===== src/rtl/fp_writeback_arbiter.sv =====
// Round-robin merge of two FP result producers into an in-order write queue driving the register file write port.
// Latency: accepted at edge k, written at edge k+1 when not held; backpressure: both readies drop while the queue is full.
module fp_writeback_arbiter #(
    parameter int DATA_W = 64,
    parameter int ADDR_W = 5,
    parameter int DEPTH  = 4
) (
    input  logic                      clk,
    input  logic                      rst,
    input  logic                      a_valid,
    output logic                      a_ready,
    input  logic [ADDR_W-1:0]         a_addr,
    input  logic [DATA_W-1:0]         a_data,
    input  logic                      b_valid,
    output logic                      b_ready,
    input  logic [ADDR_W-1:0]         b_addr,
    input  logic [DATA_W-1:0]         b_data,
    input  logic                      W_Hold,
    output logic                      W_En,
    output logic [ADDR_W-1:0]         W_Addr,
    output logic [DATA_W-1:0]         WR,
    output logic [(1<<ADDR_W)-1:0]    pend_mask,
    output logic [$clog2(DEPTH):0]    count
);

    localparam int PW = $clog2(DEPTH);

    logic [ADDR_W-1:0] q_addr [DEPTH];
    logic [DATA_W-1:0] q_data [DEPTH];
    logic [PW-1:0]     head;
    logic [PW-1:0]     tail;
    logic              last_b;
    logic              full;
    logic              empty;
    logic              push_a;
    logic              push_b;
    logic              push;
    logic              pop;

    assign full  = (count == (PW+1)'(DEPTH));
    assign empty = (count == '0);

    // Ready depends on the other side's valid only to break ties toward the side not granted last.
    assign a_ready = !rst && !full && (!b_valid || last_b);
    assign b_ready = !rst && !full && (!a_valid || !last_b);

    assign push_a = a_valid && a_ready;
    assign push_b = b_valid && b_ready;
    assign push   = push_a || push_b;

    assign W_En   = !empty && !W_Hold;
    assign pop    = W_En;
    assign W_Addr = empty ? '0 : q_addr[head];
    assign WR     = empty ? '0 : q_data[head];

    always_ff @(posedge clk or posedge rst) begin
        if (rst) begin
            head   <= '0;
            tail   <= '0;
            count  <= '0;
            last_b <= 1'b1;
        end else begin
            if (push) begin
                tail   <= tail + 1'b1;
                last_b <= push_b;
            end
            if (pop) begin
                head <= head + 1'b1;
            end
            case ({push, pop})
                2'b10:   count <= count + 1'b1;
                2'b01:   count <= count - 1'b1;
                default: count <= count;
            endcase
        end
    end

    // Payload storage needs no reset; occupancy is tracked by count.
    always_ff @(posedge clk) begin
        if (push) begin
            q_addr[tail] <= push_a ? a_addr : b_addr;
            q_data[tail] <= push_a ? a_data : b_data;
        end
    end

    always_comb begin
        pend_mask = '0;
        for (int i = 0; i < DEPTH; i++) begin
            if ((PW+1)'(i) < count) begin
                pend_mask[q_addr[head + PW'(i)]] = 1'b1;
            end
        end
    end

endmodule

===== config.mk =====
export PLATFORM = sky130hd
export DESIGN_NAME = fp_writeback_arbiter
export DESIGN_NICKNAME = d
export VERILOG_FILES = /design/src/rtl/fp_writeback_arbiter.sv
export SDC_FILE = /design/constraint.sdc
export NUM_CORES = 1
export LEC_CHECK = 0
export ABC_AREA = 1
export CAP_MARGIN = 30
export CORE_UTILIZATION = 40
export DETAILED_ROUTE_END_ITERATION = 7
export PLACE_DENSITY_LB_ADDON = 0.1
export SLEW_MARGIN = 0
export SYNTH_ARGS = -nofsm -noshare
export SYNTH_HDL_FRONTEND = slang
export SYNTH_SLANG_ARGS = --single-unit

===== constraint.sdc =====
create_clock -name clk -period 6.4 [get_ports clk]
set_clock_uncertainty 0.05 [all_clocks]
set_input_delay 1.28 -clock clk [delete_from_list [all_inputs] [get_ports clk]]
set_output_delay 1.28 -clock clk [all_outputs]
set_load 0.05 [all_outputs]

==> metrics.cfg <==
[sta]
max_slew.worst_pin.slew_ps=756
drv_slew=0
setup_tns_ps=0
grt_setup_unrepaired=false
hold_ws_ps=474
finalSetupViolCount=0
fmax_mhz=188
finalHoldViolations=0
relSlewSlack_pct=49.6
finalCritPeriodShare_pct=83.2
fin_crit_ps=5320

[synthesis]
syn_area_mm2=0.0142
synthDistinctLibCells=27
async_reset_ff_share_pct=2.82
synth_top_cell_by_area=edfxtp_1
synth_edf_count=276
synth_top_cell_area_share_pct=58.3
syn_avg_cell_area_um2=9.69
synthTopCellsByArea=edfxtp_1 (58%), nand3_1 (11%), nand2_1 (11%)
yosysMostFrequentCell=nand2_1
netlist_instances=1467
syn_nets=1618
synthTopCellsByCount=nand2_1 (400), nand3_1 (307), edfxtp_1 (276), nor2_1 (207), a41oi_1 (64)
yosys_register_bits=284
yosysWarnings=0
synth_top_flop_cell=edfxtp_1
yosysSeqAreaShare_pct=59.7

[placed_design]
portBuffers=249
place_congestion=0.898
place_area_mm2=0.0170
dpl.cell_count=2094
dpl.hpwl_um=23500

[setup_path]
cp_slowest_cell=clkdlybuf4s50_1
arrival_ps=3990
cp_cell_sequence=inv_4 > buf_4 > nand3_1 > a41oi_1 > clkdlybuf4s50_1
path_max_fanout=68
worstPathRequired_ps=5070
critPathMaxStageDelay_ps=880
critical_path_class=reg -> out
startpoint_type=flop
cp-end-kind=output pin

[finish]
layout.cells.non_filler=2148
fillCellCount=3185
antennaDiodeCount=0
fin_area_mm2=0.0179
syn_to_final_growth_pct=26.3
num-nets-final=1822
drive_gt1_share_pct=7.21

[detailed_routing]
detail_route.vias_per_cell=5.18
vias=11100
drt_first_pass_iters=6
post_drt_wl_per_cell_um=17.1
drc=0
final_antenna_net_count=0
routed_wirelength_um=36800
drtIter0Drc=610

[job]
maxCapViolations=0

[power]
p_comb_share_pct=56.2
p_clk_share_pct=16.8
power.switching_mw=4.87
sw_frac_of_total_pct=49.2
power_frac_seq_pct=27.0
leakagePower_nw=6.47
total_power_mw=9.89
vdd_drop_max_uv=358
powerDensity_mw_per_mm2=551
internal_power_mw=5.02

[clocking]
clk_pin_slew_ps=60
post_cts_buffers=0
ctsResizeCount=0
cts_buffers=29
clk_latency_ps=540
cts_hold_buf=0
cts_tree=built
cts-htree-levels=1
cts_sinks=284
cts_buffer_depth=3
cts-root-buf=clkbuf_16

[floorplanning]
die_area_mm2=0.0363
top_level_ports=250
fp.dieW_um=190
die_h_um=190
start_util_pct=40.9
rows=68
coreArea_mm2=0.0347

[global_route]
gr-usage-all-layers_pct=20.1
grt_pass1_vias=10600
grt_pass1_wl_um=57400
grt_max_degree=97
grt_antenna_before_repair=0
grt-ovfl-total=0

[hold_path]
hold_class=reg -> reg

[status]
status=finished clean

[logic make-up after synthesis]
group	after synthesis	synth area share (%)
and+or+nand+nor	961	29.8
xor gates and xnor gates	5	0.308
adders and majority gates	8	0.704
DFF	284	59.7
AOI/OAI and AO/OA	73	4.31
buffers and inverters	136	5.16
[final timing paths]
path	start	endpoint	slack [ps]	cells after the start
min	last_b$_DFFE_PP1P_	last_b$_DFFE_PP1P_	470	2
max in group asynchronous	rst	last_b$_DFFE_PP1P_	5070	2
min reg2reg	last_b$_DFFE_PP1P_	last_b$_DFFE_PP1P_	470	2
max reg2reg	count[0]$_DFFE_PP0P_	q_data[2][56]$_DFFE_PP_	3000	11
min in group asynchronous	rst	count[2]$_DFFE_PP0P_	940	2
max	head[0]$_DFFE_PP0P_	WR[35]	1080	5
[layout make-up]
type | instances | area, um2 | share of cell area, %
well taps | 455 | 569 | 3.17
repair buffers | 266 | 2750 | 15.3
inverters | 43 | 166 | 0.927
clock buffers | 33 | 741 | 4.13
clock inverters | 20 | 198 | 1.10
multi-input cells | 1047 | 5030 | 28.0
flip-flops and latches | 284 | 8500 | 47.3
[layout by cell type (no fill, tap or decap), types with 7 or more instances in the layout]
master,Yosys,routed
clkbuf_16,0,29
nand2_2,29,29
nor2_1,207,202
buf_12,0,7
nand3_4,8,8
nand3_1,307,307
inv_1,37,37
clkdlybuf4s50_1,0,249
a41oi_1,64,64
clkinv_1,0,7
ha_1,8,8
clkinv_2,0,7
edfxtp_1,276,276
nand2_1,400,400
buf_4,11,8
[critical path: cells and delay by family, from the launching register on]
kind	cells	cell delay, ps
buf+inv	3	2050
compound gates	1	420
flops	1	740
simple gates	1	140
[per-layer routing]
metal  track usage, %  share of wire [%]
met5                0                  0
met4             4.43                1.8
met3             2.52                4.5
met2             36.4                 51
met1             25.4                 43
[flip-flops by register name, indices dropped and copies added (netlist names)]
signal and count:
head 2, count 3, last_b 1, q_addr 20, q_data 256, tail 2
[stage by stage]
| step | setup slack [ps] | utilization, % |
|---|---|---|
| final | 1080 | 51.7 |
| after global routing | 856 | 51.7 |
| after CTS | 1080 | 51.6 |
| after detailed placement | 1680 | 48.9 |
| after global placement | 1670 | 48.7 |
| after floorplan | 131 | - |
[power by group through the flow]
stage	clock (mW)	sequential (mW)	combinational, mW
finish	1.66	2.67	5.56
global route	1.76	2.71	5.93
CTS	1.69	2.68	5.59
detailed placement	0	2.72	5.57
global placement	0	2.71	5.51
floorplan	0	2.62	3.99
Note: power is estimated with default switching activity, not from simulation.
